`src/rtl/fpga_final_pkg.sv`:
```
// Shared constants and types for the game-core input front end.
package fpga_final_pkg;

  localparam int unsigned CLK_HZ = 50_000_000;

  localparam int unsigned BTN_LEFT      = 0;
  localparam int unsigned BTN_RIGHT     = 1;
  localparam int unsigned BTN_THROW     = 2;
  localparam int unsigned N_BTN_DEFAULT = 3;

  localparam int unsigned DEBOUNCE_CYC_DEFAULT     = 500_000;
  localparam int unsigned REPEAT_DELAY_CYC_DEFAULT = 25_000_000;
  localparam int unsigned REPEAT_RATE_CYC_DEFAULT  = 5_000_000;

  typedef enum logic [1:0] {
    ST_IDLE  = 2'd0,
    ST_DELAY = 2'd1,
    ST_RPT   = 2'd2
  } rpt_state_e;

endpackage

```
`src/rtl/button_event_gen_if.sv`:
```
// Button pins in, conditioned button events out.
interface button_event_gen_if #(
  parameter int unsigned N_BTN = 3
);
  logic [N_BTN-1:0] btn_raw;
  logic [N_BTN-1:0] repeat_en;
  logic [N_BTN-1:0] btn_level;
  logic [N_BTN-1:0] btn_press;
  logic [N_BTN-1:0] btn_release;
  logic [N_BTN-1:0] btn_event;

  modport master (
    output btn_raw, repeat_en,
    input  btn_level, btn_press, btn_release, btn_event
  );

  modport slave (
    input  btn_raw, repeat_en,
    output btn_level, btn_press, btn_release, btn_event
  );
endinterface

```
`src/rtl/button_event_gen_channel.sv`:
```
// One button: 2-FF synchronizer, debounce filter, edge pulses and auto-repeat FSM.
module btn_channel
  import fpga_final_pkg::*;
#(
  parameter bit          BTN_ACTIVE_LOW   = 1'b0,
  parameter int unsigned DEBOUNCE_CYC     = DEBOUNCE_CYC_DEFAULT,
  parameter int unsigned REPEAT_DELAY_CYC = REPEAT_DELAY_CYC_DEFAULT,
  parameter int unsigned REPEAT_RATE_CYC  = REPEAT_RATE_CYC_DEFAULT
) (
  input  logic CLK,
  input  logic reset_n,
  input  logic btn_raw,
  input  logic repeat_en,
  output logic btn_level,
  output logic btn_press,
  output logic btn_release,
  output logic btn_event
);

  localparam int unsigned DB_W   = (DEBOUNCE_CYC > 1) ? $clog2(DEBOUNCE_CYC) : 1;
  localparam int unsigned RP_MAX = (REPEAT_DELAY_CYC > REPEAT_RATE_CYC) ? REPEAT_DELAY_CYC
                                                                        : REPEAT_RATE_CYC;
  localparam int unsigned RP_W   = (RP_MAX > 1) ? $clog2(RP_MAX) : 1;

  localparam logic [DB_W-1:0] DB_TC    = DB_W'(DEBOUNCE_CYC - 1);
  localparam logic [RP_W-1:0] DELAY_TC = RP_W'(REPEAT_DELAY_CYC - 1);
  localparam logic [RP_W-1:0] RATE_TC  = RP_W'(REPEAT_RATE_CYC - 1);

  logic [1:0]      sync_q, sync_d;
  logic [DB_W-1:0] cnt_db_q, cnt_db_d;
  logic [RP_W-1:0] cnt_rp_q, cnt_rp_d;
  logic            level_q, level_d;
  logic            press_q, press_d;
  logic            release_q, release_d;
  logic            event_q, event_d;
  rpt_state_e      state_q, state_d;
  logic            s;

  assign sync_d = {sync_q[0], btn_raw};
  assign s      = sync_q[1] ^ BTN_ACTIVE_LOW;

  always_comb begin
    cnt_db_d  = cnt_db_q;
    level_d   = level_q;
    press_d   = 1'b0;
    release_d = 1'b0;
    if (s == level_q) begin
      cnt_db_d = '0;
    end else if (cnt_db_q == DB_TC) begin
      cnt_db_d  = '0;
      level_d   = s;
      press_d   = s;
      release_d = ~s;
    end else begin
      cnt_db_d = cnt_db_q + DB_W'(1);
    end
  end

  // FSM reacts to this cycle's accepted edges so btn_event lines up with btn_press.
  always_comb begin
    state_d  = state_q;
    cnt_rp_d = cnt_rp_q;
    event_d  = 1'b0;
    unique case (state_q)
      ST_IDLE: begin
        if (press_d) begin
          event_d  = 1'b1;
          cnt_rp_d = '0;
          state_d  = ST_DELAY;
        end
      end
      ST_DELAY: begin
        if (release_d) begin
          state_d = ST_IDLE;
        end else if (repeat_en) begin
          if (cnt_rp_q == DELAY_TC) begin
            event_d  = 1'b1;
            cnt_rp_d = '0;
            state_d  = ST_RPT;
          end else begin
            cnt_rp_d = cnt_rp_q + RP_W'(1);
          end
        end
      end
      ST_RPT: begin
        if (release_d) begin
          state_d = ST_IDLE;
        end else if (repeat_en) begin
          if (cnt_rp_q == RATE_TC) begin
            event_d  = 1'b1;
            cnt_rp_d = '0;
          end else begin
            cnt_rp_d = cnt_rp_q + RP_W'(1);
          end
        end
      end
      default: state_d = ST_IDLE;
    endcase
  end

  always_ff @(posedge CLK or negedge reset_n) begin
    if (!reset_n) begin
      sync_q    <= {2{BTN_ACTIVE_LOW}};
      cnt_db_q  <= '0;
      cnt_rp_q  <= '0;
      level_q   <= 1'b0;
      press_q   <= 1'b0;
      release_q <= 1'b0;
      event_q   <= 1'b0;
      state_q   <= ST_IDLE;
    end else begin
      sync_q    <= sync_d;
      cnt_db_q  <= cnt_db_d;
      cnt_rp_q  <= cnt_rp_d;
      level_q   <= level_d;
      press_q   <= press_d;
      release_q <= release_d;
      event_q   <= event_d;
      state_q   <= state_d;
    end
  end

  assign btn_level   = level_q;
  assign btn_press   = press_q;
  assign btn_release = release_q;
  assign btn_event   = event_q;

endmodule

```
`src/rtl/button_event_gen.sv`:
```
// Input front end: N_BTN independent button channels, no shared logic.
module button_event_gen
  import fpga_final_pkg::*;
#(
  parameter int unsigned N_BTN            = N_BTN_DEFAULT,
  parameter bit          BTN_ACTIVE_LOW   = 1'b0,
  parameter int unsigned DEBOUNCE_CYC     = DEBOUNCE_CYC_DEFAULT,
  parameter int unsigned REPEAT_DELAY_CYC = REPEAT_DELAY_CYC_DEFAULT,
  parameter int unsigned REPEAT_RATE_CYC  = REPEAT_RATE_CYC_DEFAULT
) (
  input  logic               CLK,
  input  logic               reset_n,
  button_event_gen_if.slave  bus
);

  for (genvar i = 0; i < N_BTN; i++) begin : g_btn
    btn_channel #(
      .BTN_ACTIVE_LOW   (BTN_ACTIVE_LOW),
      .DEBOUNCE_CYC     (DEBOUNCE_CYC),
      .REPEAT_DELAY_CYC (REPEAT_DELAY_CYC),
      .REPEAT_RATE_CYC  (REPEAT_RATE_CYC)
    ) u_ch (
      .CLK         (CLK),
      .reset_n     (reset_n),
      .btn_raw     (bus.btn_raw[i]),
      .repeat_en   (bus.repeat_en[i]),
      .btn_level   (bus.btn_level[i]),
      .btn_press   (bus.btn_press[i]),
      .btn_release (bus.btn_release[i]),
      .btn_event   (bus.btn_event[i])
    );
  end

endmodule

```
`src/flat_wrapper.sv`:
```
// flat-port wrapper written by rule: the top's interface ports become plain ports
module button_event_gen_flat import fpga_final_pkg::*;
#(
  parameter int unsigned N_BTN            = N_BTN_DEFAULT,
  parameter bit          BTN_ACTIVE_LOW   = 1'b0,
  parameter int unsigned DEBOUNCE_CYC     = DEBOUNCE_CYC_DEFAULT,
  parameter int unsigned REPEAT_DELAY_CYC = REPEAT_DELAY_CYC_DEFAULT,
  parameter int unsigned REPEAT_RATE_CYC  = REPEAT_RATE_CYC_DEFAULT
)
  (CLK, reset_n, bus_btn_raw, bus_repeat_en, bus_btn_level, bus_btn_press, bus_btn_release, bus_btn_event);
  button_event_gen_if #(.N_BTN(N_BTN)) bus_i ();
  input  logic CLK;
  input  logic reset_n;
  input wire logic [$bits(bus_i.btn_raw)-1:0] bus_btn_raw;
  input wire logic [$bits(bus_i.repeat_en)-1:0] bus_repeat_en;
  output wire logic [$bits(bus_i.btn_level)-1:0] bus_btn_level;
  output wire logic [$bits(bus_i.btn_press)-1:0] bus_btn_press;
  output wire logic [$bits(bus_i.btn_release)-1:0] bus_btn_release;
  output wire logic [$bits(bus_i.btn_event)-1:0] bus_btn_event;
  assign bus_i.btn_raw = bus_btn_raw;
  assign bus_i.repeat_en = bus_repeat_en;
  assign bus_btn_level = bus_i.btn_level;
  assign bus_btn_press = bus_i.btn_press;
  assign bus_btn_release = bus_i.btn_release;
  assign bus_btn_event = bus_i.btn_event;
  button_event_gen #(.N_BTN(N_BTN), .BTN_ACTIVE_LOW(BTN_ACTIVE_LOW), .DEBOUNCE_CYC(DEBOUNCE_CYC), .REPEAT_DELAY_CYC(REPEAT_DELAY_CYC), .REPEAT_RATE_CYC(REPEAT_RATE_CYC)) u_core (.CLK(CLK), .reset_n(reset_n), .bus(bus_i));
endmodule
```
`config.mk`:
```
export PLATFORM = sky130hd
export DESIGN_NAME = button_event_gen_flat
export DESIGN_NICKNAME = d
export VERILOG_FILES = /design/src/rtl/fpga_final_pkg.sv /design/src/rtl/button_event_gen_if.sv /design/src/rtl/button_event_gen_channel.sv /design/src/rtl/button_event_gen.sv /design/src/flat_wrapper.sv
export SDC_FILE = /design/constraint.sdc
export NUM_CORES = 1
export LEC_CHECK = 0
export ABC_AREA = 1
export CAP_MARGIN = 0
export CORE_MARGIN = 1.5
export CORE_UTILIZATION = 64
export CTS_CLUSTER_SIZE = 25
export DETAILED_ROUTE_END_ITERATION = 10
export GPL_TIMING_DRIVEN = 0
export PLACE_DENSITY = 0.92
export SLEW_MARGIN = 20
export SYNTH_ARGS = -nofsm -noshare
export SYNTH_HDL_FRONTEND = slang
export SYNTH_HIERARCHICAL = 1
export SYNTH_SLANG_ARGS = --single-unit
```
`constraint.sdc`:
```
create_clock -name CLK -period 2.05 [get_ports CLK]
set_input_delay 0.41 -clock CLK [delete_from_list [all_inputs] [get_ports CLK]]
set_output_delay 0.41 -clock CLK [all_outputs]
set_load 0.01 [all_outputs]
```
==> metrics.cfg <==
[synth]
ys_warn_count = 6
synth_top_area_cell = dfrtp_1
ys.flop_type = dfrtp_1
synth.area.mux_share_pct = 0
synth-simple-area-share_pct = 40.8
synth_compound_area_share_pct = 5.92
synth_xor_xnor_area_share_pct = 4.76
synth_fa_ha_area_share_pct = 2.15
synth_top_family_by_area = simple AND/OR/NAND/NOR gates
async_flop_share_pct = 100
synth_top_area_share_pct = 37.2
synth.cell_area_sq_um = 10500
synth_area_per_cell_sq_um = 6.90
ys_types = 49
synthCells = 1519
ys_seq_elements = 156
yosysSeqAreaShare_pct = 37.2
synth-edff-count = 0
synth_area_leaders = dfrtp_1 37%, nand2_1 16%, nor2_1 8.6%
synth_nets = 1545

[power_and_ir_drop]
leakagePower_nw = 5.44
p_per_area_nw_per_um2 = 535
vdd_ir_drop_max_uv = 680

[routing]
drc = 0
via_per_inst = 5.57
drt-total-wl_um = 25100
first_pass_iters = 7
antenna_left = 0
vias = 9993
drtIter0Drc = 913
wl_per_cell_um = 14.0

[sta]
worst_pin_slew_ns = 0.694
slew_viol_final = 0
skew_ns = 0.0102
relSlewSlack_pct = 53.6
final.period_utilization_pct = 96.6
worst_slack_ns = 0.0698
rsz0062_at_grt = yes
hold_violations = 0
hold_ws_ns = 0.350
fin_crit_ns = 1.98
finalSetupViolCount = 0
max_freq_ghz = 0.505

[flow_run]
cap_violations = 0

[floorplan]
dieArea_sq_um = 17200
rows = 46
start_util_pct = 65.8
die_w_um = 131
die_h_um = 131
core_sq_um = 15900
ioPinCount = 20

[cells_and_area]
syn_to_final_growth_pct = 11.8
nNetsFinal = 1590
fill_cells = 1249
final_layout_size_suffix_gt1_share_pct = 10.1
antennaDiodeCount = 0
multi_input_area_sq_um = 5760
seqCellArea_sq_um = 3900

[setup_path]
worst-endpoint-arrival_ns = 2.35
cp-end-kind = flop
crit_chain = ha_1, nand3_1, nor2_4, nand4_1, nand2_1, a21oi_4, buf_4, nand3_1, nand2_1
startpoint_type = flop
required_ns = 2.42
cpPeakStageDelay_ns = 0.41
cp_slowest_cell = dfrtp_1
critPathKind = flop to flop
path_max_fanout = 10

[grt]
grt_use_total_pct = 30.2
grt_max_degree = 93
grt_pass1_vias = 9132
overflow = 0
antenna_found_initial = 0
grt_pass1_wl_um = 41400

[place]
numPortBuffers = 19
hpwl_um = 17800
place_congestion = 0.977
place_ws_ns = -0.00800

[min_path]
hp-class = flop to flop

[cts]
cts_made_buffers = 17
htree_levels = 4
clkSlewWorstSetupHoldPaths_ns = 0.07
worstSkewPairLatency_ns = 0.43
cts_buffer_depth = 2
cts_tree = done
cts_root_buf = clkbuf_16
cts.sinks = 156

[outcome]
run_status = completed

[synth_stat cells, types with 13 or more instances]
cell type	number
o21ai_0	28
nand4_1	41
dfrtp_1	156
inv_1	182
nor2_1	239
nor2_2	13
nand2_1	452
a21oi_1	33
nor3_1	25
ha_1	18
nand3_2	17
nand3_1	135
xor2_1	45
[layer usage]
metal | vias up | routed length (um) | global-route usage, %
met5 | - | 0 | 0
met3 | 60 | 1620 | 5.05
met2 | 387 | 11900 | 49.4
met4 | 0 | 514 | 10.9
met1 | 4622 | 11100 | 40.8
li1 | 4924 | - | -
[cells in the final DEF, fill, tap and decap left out, types with 3 or more instances in the layout]
master and n:
nor2_1 231, o21ai_2 12, nor3_1 25, nor2_4 8, clkinvlp_4 4, clkbuf_1 7
ha_1 15, buf_2 6, nor3b_1 4, clkbuf_2 4, a31oi_1 4, a211oi_1 3
nand2_2 12, nand3_1 134, nand2_1 452, nor2_2 17, nor4_1 7, buf_4 12
inv_2 4, a21oi_1 32, inv_1 182, nand3b_1 3, a21oi_2 3, o21ai_0 28
clkbuf_16 17, nand2_4 3, nor3_4 4, buf_6 7, dfrtp_1 156, xnor2_1 12
or2_2 3, inv_8 4, nand3_2 15, clkdlybuf4s50_1 18, xor2_1 45, nand3_4 5
inv_6 4, nand4_1 41, o21ai_1 5
[layout make-up]
cell class	count	share of cell area, %
plain buffers	32	2.14
clock buffers	18	3.66
clock inverters	14	1.07
inverters	188	6.05
multi-input cells	1142	49.1
flip-flops and latches	156	33.3
well taps	216	2.30
repair buffers	27	2.37
[per-stage QoR]
| stage | cell area [sq um] | cells | util (%) | total power (W) | setup TNS, ns |
|---|---|---|---|---|---|
| after floorplan | 10500 | 1519 | - | 0.00322 | 0 |
| after global placement | 10900 | 1754 | 68.7 | 0.00332 | -887.67 |
| after detailed placement | 11000 | 1755 | 68.9 | 0.00333 | -0.00800 |
| after CTS | 11600 | 1788 | 72.5 | 0.00631 | 0 |
| after global routing | 11700 | 1793 | 73.6 | 0.00647 | -0.152 |
| final | 11700 | 1793 | 73.6 | 0.00627 | 0 |
[sequential cells by signal (all words and copies together) (netlist names)]
name and count:
u_core/g_btn.u_ch/btn_release 3, u_core/g_btn.u_ch/state_q 6, u_core/g_btn.u_ch/cnt_db_q 57, u_core/g_btn.u_ch/cnt_rp_q 75, u_core/g_btn.u_ch/sync_q 6, u_core/g_btn.u_ch/btn_press 3, u_core/g_btn.u_ch/btn_level 3, u_core/g_btn.u_ch/btn_event 3
[kinds of logic after synthesis]
logic type               Yosys count
adder cells (fa/ha/maj)           18
XOR/XNOR                          57
AO/OA/AOI/OAI                    101
flip-flops                       156
buffers and inverters            221
AND/OR/NAND/NOR                  966
[final timing paths]
check | startpoint | cells past startpoint | endpoint | slack [ns]
worst max register to register | u_core/g_btn[1].u_ch/cnt_rp_q[0] | 9 | u_core/g_btn[1].u_ch/cnt_rp_q[5] | 0.07
min in group asynchronous | reset_n | 2 | u_core/g_btn[2].u_ch/cnt_rp_q[16] | 0.51
worst max-delay path | u_core/g_btn[1].u_ch/cnt_rp_q[0] | 9 | u_core/g_btn[1].u_ch/cnt_rp_q[5] | 0.07
max in group asynchronous | reset_n | 3 | u_core/g_btn[1].u_ch/btn_level | 0.71
worst min-delay path | u_core/g_btn[0].u_ch/sync_q[0] | 0 | u_core/g_btn[0].u_ch/sync_q[1] | 0.35
worst min register to register | u_core/g_btn[0].u_ch/sync_q[0] | 0 | u_core/g_btn[0].u_ch/sync_q[1] | 0.35
[timing repair]
| item | in CTS | in global routing |
|---|---|---|
| pin swaps | 0 | 7 |
| gates resized for setup | 5 | 30 |
| cloned | 0 | 0 |
| setup buffers | 0 | 6 |
| endpoints found under the setup margin | 19 | 79 |
| hold endpoints to repair | 64 | 0 |
| hold buffers | 1 | 0 |
[worst max-delay path: cells and delay by family (launching register included)]
kind,cells,cell delay [ns]
AO/OA/AOI/OAI,1,0.25
adder cells (fa/ha/maj),1,0.25
buffers and inverters,1,0.26
flip-flops,1,0.41
AND/OR/NAND/NOR,6,0.75
[report_power, final]
| group | total [W] | internal (W) | switching [W] |
|---|---|---|---|
| Sequential | 0.00312 | 0.00310 | 0.0000202 |
| Combinational | 0.000167 | 0.0000512 | 0.000116 |
| Clock | 0.00299 | 0.00160 | 0.00139 |
| Total | 0.00627 | 0.00474 | 0.00153 |
No activity file was read; power rests on OpenSTA's default activity.
